$ cat config.mk
export PLATFORM = sky130hd
export DESIGN_NAME = vga_mem_arbiter
export DESIGN_NICKNAME = d
export VERILOG_FILES = /design/src/rtl/vga_mem_arbiter.sv
export SDC_FILE = /design/constraint.sdc
export NUM_CORES = 1
export LEC_CHECK = 0
export ABC_AREA = 1
export CAP_MARGIN = 20
export CORE_MARGIN = 2
export CORE_UTILIZATION = 34
export DETAILED_ROUTE_END_ITERATION = 10
export PLACE_DENSITY = 0.8
export SYNTH_ARGS = -nofsm -noshare
export SYNTH_HDL_FRONTEND = slang
export SYNTH_SLANG_ARGS = --single-unit
$ cat constraint.sdc
create_clock -name clk -period 1.3 [get_ports clk]
set_input_delay 0.26 -clock clk [delete_from_list [all_inputs] [get_ports clk]]
set_output_delay 0.26 -clock clk [all_outputs]
set_load 0.005 [all_outputs]
$ cat src/rtl/vga_mem_arbiter.sv
// rtl/vga_mem_arbiter.sv - single-port VGA frame memory arbiter (scan > clear > game)
//
// Shares the frame memory's one read/write port between the scan-out reader
// (never stalled), an optional frame-clear engine and the game-logic requester.
// Port ownership is decided combinationally each cycle; a small owner tag
// remembers who issued the read so the memory's registered data (mem_q) is
// steered to the right valid/data pair one cycle later.
//
// Optional feature: define VGA_ARB_CLEAR_EN to build the clear engine and its
// ports (clear_start, clear_value, clear_busy, clear_done).
//
// Ports:
//   clk, rst                 clock, synchronous active-high reset
//   scan_req/scan_addr       scan-out read strobe and address
//   scan_valid/scan_data     scan read response (data holds when valid low)
//   gm_req/gm_we/gm_addr/gm_wdata  game request, held until gm_ack
//   gm_ack                   game request granted this cycle
//   gm_rvalid/gm_rdata       game read response (data holds when valid low)
//   clear_start/clear_value  start a full-memory fill (clear builds only)
//   clear_busy/clear_done    sweep in progress / pulse after last write
//   mem_addr/mem_wdata/mem_we  memory port drive
//   mem_q                    memory registered read data

module vga_mem_arbiter #(
    parameter int DATA_WIDTH = 8,
    parameter int ADDR_WIDTH = 13
) (
    input  logic                  clk,
    input  logic                  rst,
    input  logic                  scan_req,
    input  logic [ADDR_WIDTH-1:0] scan_addr,
    output logic                  scan_valid,
    output logic [DATA_WIDTH-1:0] scan_data,
    input  logic                  gm_req,
    input  logic                  gm_we,
    input  logic [ADDR_WIDTH-1:0] gm_addr,
    input  logic [DATA_WIDTH-1:0] gm_wdata,
    output logic                  gm_ack,
    output logic                  gm_rvalid,
    output logic [DATA_WIDTH-1:0] gm_rdata,
`ifdef VGA_ARB_CLEAR_EN
    input  logic                  clear_start,
    input  logic [DATA_WIDTH-1:0] clear_value,
    output logic                  clear_busy,
    output logic                  clear_done,
`endif
    output logic [ADDR_WIDTH-1:0] mem_addr,
    output logic [DATA_WIDTH-1:0] mem_wdata,
    output logic                  mem_we,
    input  logic [DATA_WIDTH-1:0] mem_q
);

    // Who issued the read that mem_q will answer next cycle.
    typedef enum logic [1:0] {
        TAG_NONE = 2'd0,
        TAG_SCAN = 2'd1,
        TAG_GAME = 2'd2
    } tag_e;

    tag_e                  tag_q, tag_d;
    logic [DATA_WIDTH-1:0] scan_hold_q, scan_hold_d;
    logic [DATA_WIDTH-1:0] gm_hold_q, gm_hold_d;

    logic sweep_active;
    logic scan_grant;
    logic game_grant;

`ifdef VGA_ARB_CLEAR_EN
    typedef enum logic {
        ST_IDLE  = 1'b0,
        ST_SWEEP = 1'b1
    } clr_state_e;

    clr_state_e            state_q, state_d;
    logic [ADDR_WIDTH-1:0] cnt_q, cnt_d;
    logic [DATA_WIDTH-1:0] fill_q, fill_d;
    logic                  done_q, done_d;
    logic                  clear_grant;

    assign sweep_active = (state_q == ST_SWEEP);

    always_comb begin
        state_d = state_q;
        cnt_d   = cnt_q;
        fill_d  = fill_q;
        done_d  = 1'b0;
        case (state_q)
            ST_IDLE: begin
                if (clear_start) begin
                    fill_d  = clear_value;
                    cnt_d   = '0;
                    state_d = ST_SWEEP;
                end
            end
            ST_SWEEP: begin
                // A scan cycle steals the port, so the counter simply waits.
                if (!scan_req) begin
                    cnt_d = cnt_q + 1'b1;
                    if (cnt_q == {ADDR_WIDTH{1'b1}}) begin
                        state_d = ST_IDLE;
                        done_d  = 1'b1;
                    end
                end
            end
            default: state_d = ST_IDLE;
        endcase
    end

    always_ff @(posedge clk) begin
        if (rst) begin
            state_q <= ST_IDLE;
            cnt_q   <= '0;
            fill_q  <= '0;
            done_q  <= 1'b0;
        end else begin
            state_q <= state_d;
            cnt_q   <= cnt_d;
            fill_q  <= fill_d;
            done_q  <= done_d;
        end
    end

    assign clear_grant = !rst && sweep_active && !scan_req;
    assign clear_busy  = sweep_active;
    assign clear_done  = done_q;
`else
    assign sweep_active = 1'b0;
`endif

    // The game is locked out for the whole sweep, even on scan cycles, so a
    // sweep always finishes in one pass.
    assign scan_grant = !rst && scan_req;
    assign game_grant = !rst && gm_req && !scan_req && !sweep_active;
    assign gm_ack     = game_grant;

    always_comb begin
        mem_addr  = '0;
        mem_wdata = '0;
        mem_we    = 1'b0;
        if (scan_grant) begin
            mem_addr = scan_addr;
        end
`ifdef VGA_ARB_CLEAR_EN
        else if (clear_grant) begin
            mem_addr  = cnt_q;
            mem_wdata = fill_q;
            mem_we    = 1'b1;
        end
`endif
        else if (game_grant) begin
            mem_addr  = gm_addr;
            mem_wdata = gm_wdata;
            mem_we    = gm_we;
        end
    end

    always_comb begin
        tag_d = TAG_NONE;
        if (scan_grant) begin
            tag_d = TAG_SCAN;
        end else if (game_grant && !gm_we) begin
            tag_d = TAG_GAME;
        end
    end

    // Hold registers capture mem_q on the response cycle so the data outputs
    // keep their last value once valid drops.
    assign scan_hold_d = (tag_q == TAG_SCAN) ? mem_q : scan_hold_q;
    assign gm_hold_d   = (tag_q == TAG_GAME) ? mem_q : gm_hold_q;

    always_ff @(posedge clk) begin
        if (rst) begin
            tag_q       <= TAG_NONE;
            scan_hold_q <= '0;
            gm_hold_q   <= '0;
        end else begin
            tag_q       <= tag_d;
            scan_hold_q <= scan_hold_d;
            gm_hold_q   <= gm_hold_d;
        end
    end

    assign scan_valid = (tag_q == TAG_SCAN);
    assign gm_rvalid  = (tag_q == TAG_GAME);
    assign scan_data  = scan_valid ? mem_q : scan_hold_q;
    assign gm_rdata   = gm_rvalid ? mem_q : gm_hold_q;

endmodule

==> impl_metrics.json, run 1 <==
{
  "status": "complete, but fails checks",
  "violations": "setup timing",
  "slowest_delay_ns": 0.47,
  "tritoncts": "done",
  "ir_drop_mv": 0.3811,
  "seqCellArea_um2": 367.9,
  "crit_path_start_kind": "flip-flop",
  "cellPowerDensity_nw_per_um2": 609.6,
  "ys_top_cells_by_area": "dfxtp_1, inv_1, nand2_1",
  "grt_pass1_vias": 1944,
  "min_from": "gm_we",
  "layout_min_cycle_time_ns": 1.560,
  "synth_nets": 245,
  "setup_viol": 33,
  "reg2reg_from": "tag_q[1]$_SDFF_PP0_",
  "fin_skew_ns": 0.001858,
  "drtAntennaViolNets": 0,
  "synth_top_area_frac": 0.3051,
  "final_hold_viol_count": 0,
  "drt_iter0_drc": 54,
  "diodes": 0,
  "maxSlewViolCount": 0,
  "setup_ws_ns": -0.2599,
  "cp_slowest_cell": "dfxtp_4",
  "period_share": 1.200,
  "grtUsageTotal": 0.2850,
  "cts_buffer_depth": 2,
  "detailed_place_hpwl_mm": 2.752,
  "clk_latency_ns": 0.31,
  "crit_type": "reg -> reg",
  "nNetsFinal": 403,
  "worstPathMaxFanout": 7,
  "hold_path.class": "in -> reg",
  "port_buffers": 87,
  "numCtsBuffers": 3,
  "boundaryPins": 88,
  "die_h_um": 62.94,
  "nFillCells": 167,
  "coreArea_um2": 3337,
  "fp.dieArea_um2": 3961,
  "tightest_slew_ns": 0.2130,
  "row_count": 21,
  "path_common_cell": "buf_4",
  "cts.sinks": 18,
  "crit_family": "buffers and inverters",
  "layout-drive-gt1-share": 0.5521,
  "cts_max_level": 1,
  "wire_per_inst_um": 15.16,
  "gp_congestion": 0.8271,
  "grt_max_degree": 17,
  "crit_path_cell_trace": "buf_12, nand2_8, nand2_4, nand2_2, buf_4, buf_4, buf_4, buf_4, buf_4, nor2_2",
  "rsz0062_at_grt": "yes",
  "slew_headroom": 0.8580,
  "root_buffer": "clkbuf_4",
  "initial_utilization": 0.3540,
  "post-place-ws_ns": -0.8239,
  "syn_to_final_growth_pct": 149.2,
  "drc": 0,
  "yosys_warnings": 0,
  "leakage_uw": 0.001619,
  "max_freq_ghz": 0.6410,
  "clkTransAtPathRegs_ns": 0.11,
  "max_cap_violations": 0,
  "cp_num_buf_inv": 6,
  "crit_arrival_ns": 1.81,
  "overflow": 0,
  "ys_ff_latch": 18,
  "netlist_area_um2": 1181,
  "grt_pass1_wl_mm": 8.914,
  "routed_wl_mm": 6.080,
  "multi_input_area_um2": 752.0,
  "dr_total_vias": 1805,
  "synth_cells": 198,
  "startpoint": "tag_q[1]$_SDFF_PP0_",
  "synth.largest_area_cell": "dfxtp_1",
  "end_kind": "flip-flop",
  "die_width_um": 62.94,
  "routed_via_density": 4.501,
  "avgSynthCellArea_um2": 5.965,
  "worstPathRequired_ns": 1.55,
  "drtPass1Iterations": 4,
  "yosysUniqueCellTypes": 14,
  "yosysSeqAreaShare": 0.3051,
  "final_cell_count_no_fill": 401,
  "antenna_found_initial": 0,
  "dp_cells": 342
}
-- layout by cell type, fill, tap and decap left out, drive strengths merged --
master | netlist | final
buf | 7 | 111
nor2 | 28 | 28
nand3 | 16 | 16
clkdlybuf4s15 | 0 | 2
inv | 68 | 69
o21ai | 13 | 13
nand2 | 48 | 50
clkbuf | 0 | 5
dlymetal6s2s | 0 | 1
clkdlybuf4s50 | 0 | 42
dfxtp | 18 | 18
-- registers in the layout (all words and copies together) (netlist names) --
| register | cells |
|---|---|
| gm_hold_q | 8 |
| scan_hold_q | 8 |
| tag_q | 2 |
-- power by group --
group | total [uW] | switching (uW) | internal (uW)
Combinational | 834 | 341 | 493
Clock | 366 | 195 | 171
Sequential | 594 | 18.1 | 576
-- cells by family after synthesis --
kind of cell,count (synthesis),share of synthesized area
buf+inv,75,0.2828
compound gates,13,0.08369
flops,18,0.3051
simple gates,92,0.3284
-- per-stage QoR --
| step | hold WS, ns | util | setup TNS, ns | instance area [um2] | power, uW |
|---|---|---|---|---|---|
| global placement | 0.5098 | 0.6558 | -24.66 | 2188 | 1116 |
| floorplan | 0.3324 | - | 0 | 1181 | 783.8 |
| global route | 0.2595 | 0.8819 | -6.430 | 2943 | 1868 |
| detailed placement | 0.5164 | 0.6558 | -25.13 | 2188 | 1127 |
| CTS | 0.3455 | 0.8444 | -4.073 | 2818 | 1670 |
| finish | 0.2261 | 0.8819 | -5.222 | 2943 | 1794 |
-- worst reg2reg max path: stages, from the launching register on --
cell	delay (ns)
dfxtp_4	0.47
buf_12	0.14
nand2_8	0.07
nand2_4	0.06
nand2_2	0.06
buf_4	0.14
buf_4	0.13
buf_4	0.12
buf_4	0.12
buf_4	0.12
nor2_2	0.08
-- synthesized netlist by cell type --
cell     number
o21ai_2       9
inv_2         1
buf_4         1
buf_6         5
nand3_1      16
inv_6         2
nand2_2       3
nor2_1       26
o21ai_0       4
dfxtp_1      18
buf_2         1
inv_1        65
nand2_1      45
nor2_4        2
-- area by class of cell --
cell class / count / share of cell area
sequential: 18 / 0.1250
tap: 46 / 0.01956
timing repair buffer: 157 / 0.4928
inverter: 68 / 0.09099
clock buffer: 4 / 0.01233
timing repair inverter: 1 / 0.003827
multi-input combinational: 107 / 0.2555
-- timing repair --
item | 4_1_cts | 5_1_grt
setup endpoints to repair | 41 | 41
gates resized for setup | 255 | 44
hold endpoints to repair | 0 | 0
pin swaps | 24 | 9
hold buffers | 0 | 0
cloned | 5 | 1
setup buffers | 52 | 7
-- final timing paths --
| check | slack (ns) | end | cells after the start |
|---|---|---|---|
| min | 0.23 | tag_q[1]$_SDFF_PP0_ | 3 |
| max | -0.26 | gm_hold_q[1]$_SDFF_PP0_ | 10 |
| max reg2reg | -0.26 | gm_hold_q[1]$_SDFF_PP0_ | 10 |
| min reg2reg | 0.57 | gm_hold_q[0]$_SDFF_PP0_ | 4 |
-- per-layer routing --
metal / routed length (um) / part of all wire / GRT usage / vias up
li1: - / - / - / 871
met1: 2130 / 0.35 / 0.2768 / 825
met2: 3369 / 0.55 / 0.5918 / 91
met3: 369 / 0.061 / 0.04324 / 18
met4: 210 / 0.035 / 0.09444 / 0
met5: 0 / 0 / 0 / -
Note: power is estimated with default switching activity, not from simulation.
==> run 2: changes to the inputs <==
--- a/config.mk
+++ b/config.mk
@@ -11,6 +11,7 @@
 export CORE_UTILIZATION = 34
 export DETAILED_ROUTE_END_ITERATION = 10
 export PLACE_DENSITY = 0.8
+export SLEW_MARGIN = 20
 export SYNTH_ARGS = -nofsm -noshare
 export SYNTH_HDL_FRONTEND = slang
 export SYNTH_SLANG_ARGS = --single-unit
==> results of run 2 <==
No change in the layout: final DEF, timing and power equal those of run 1.
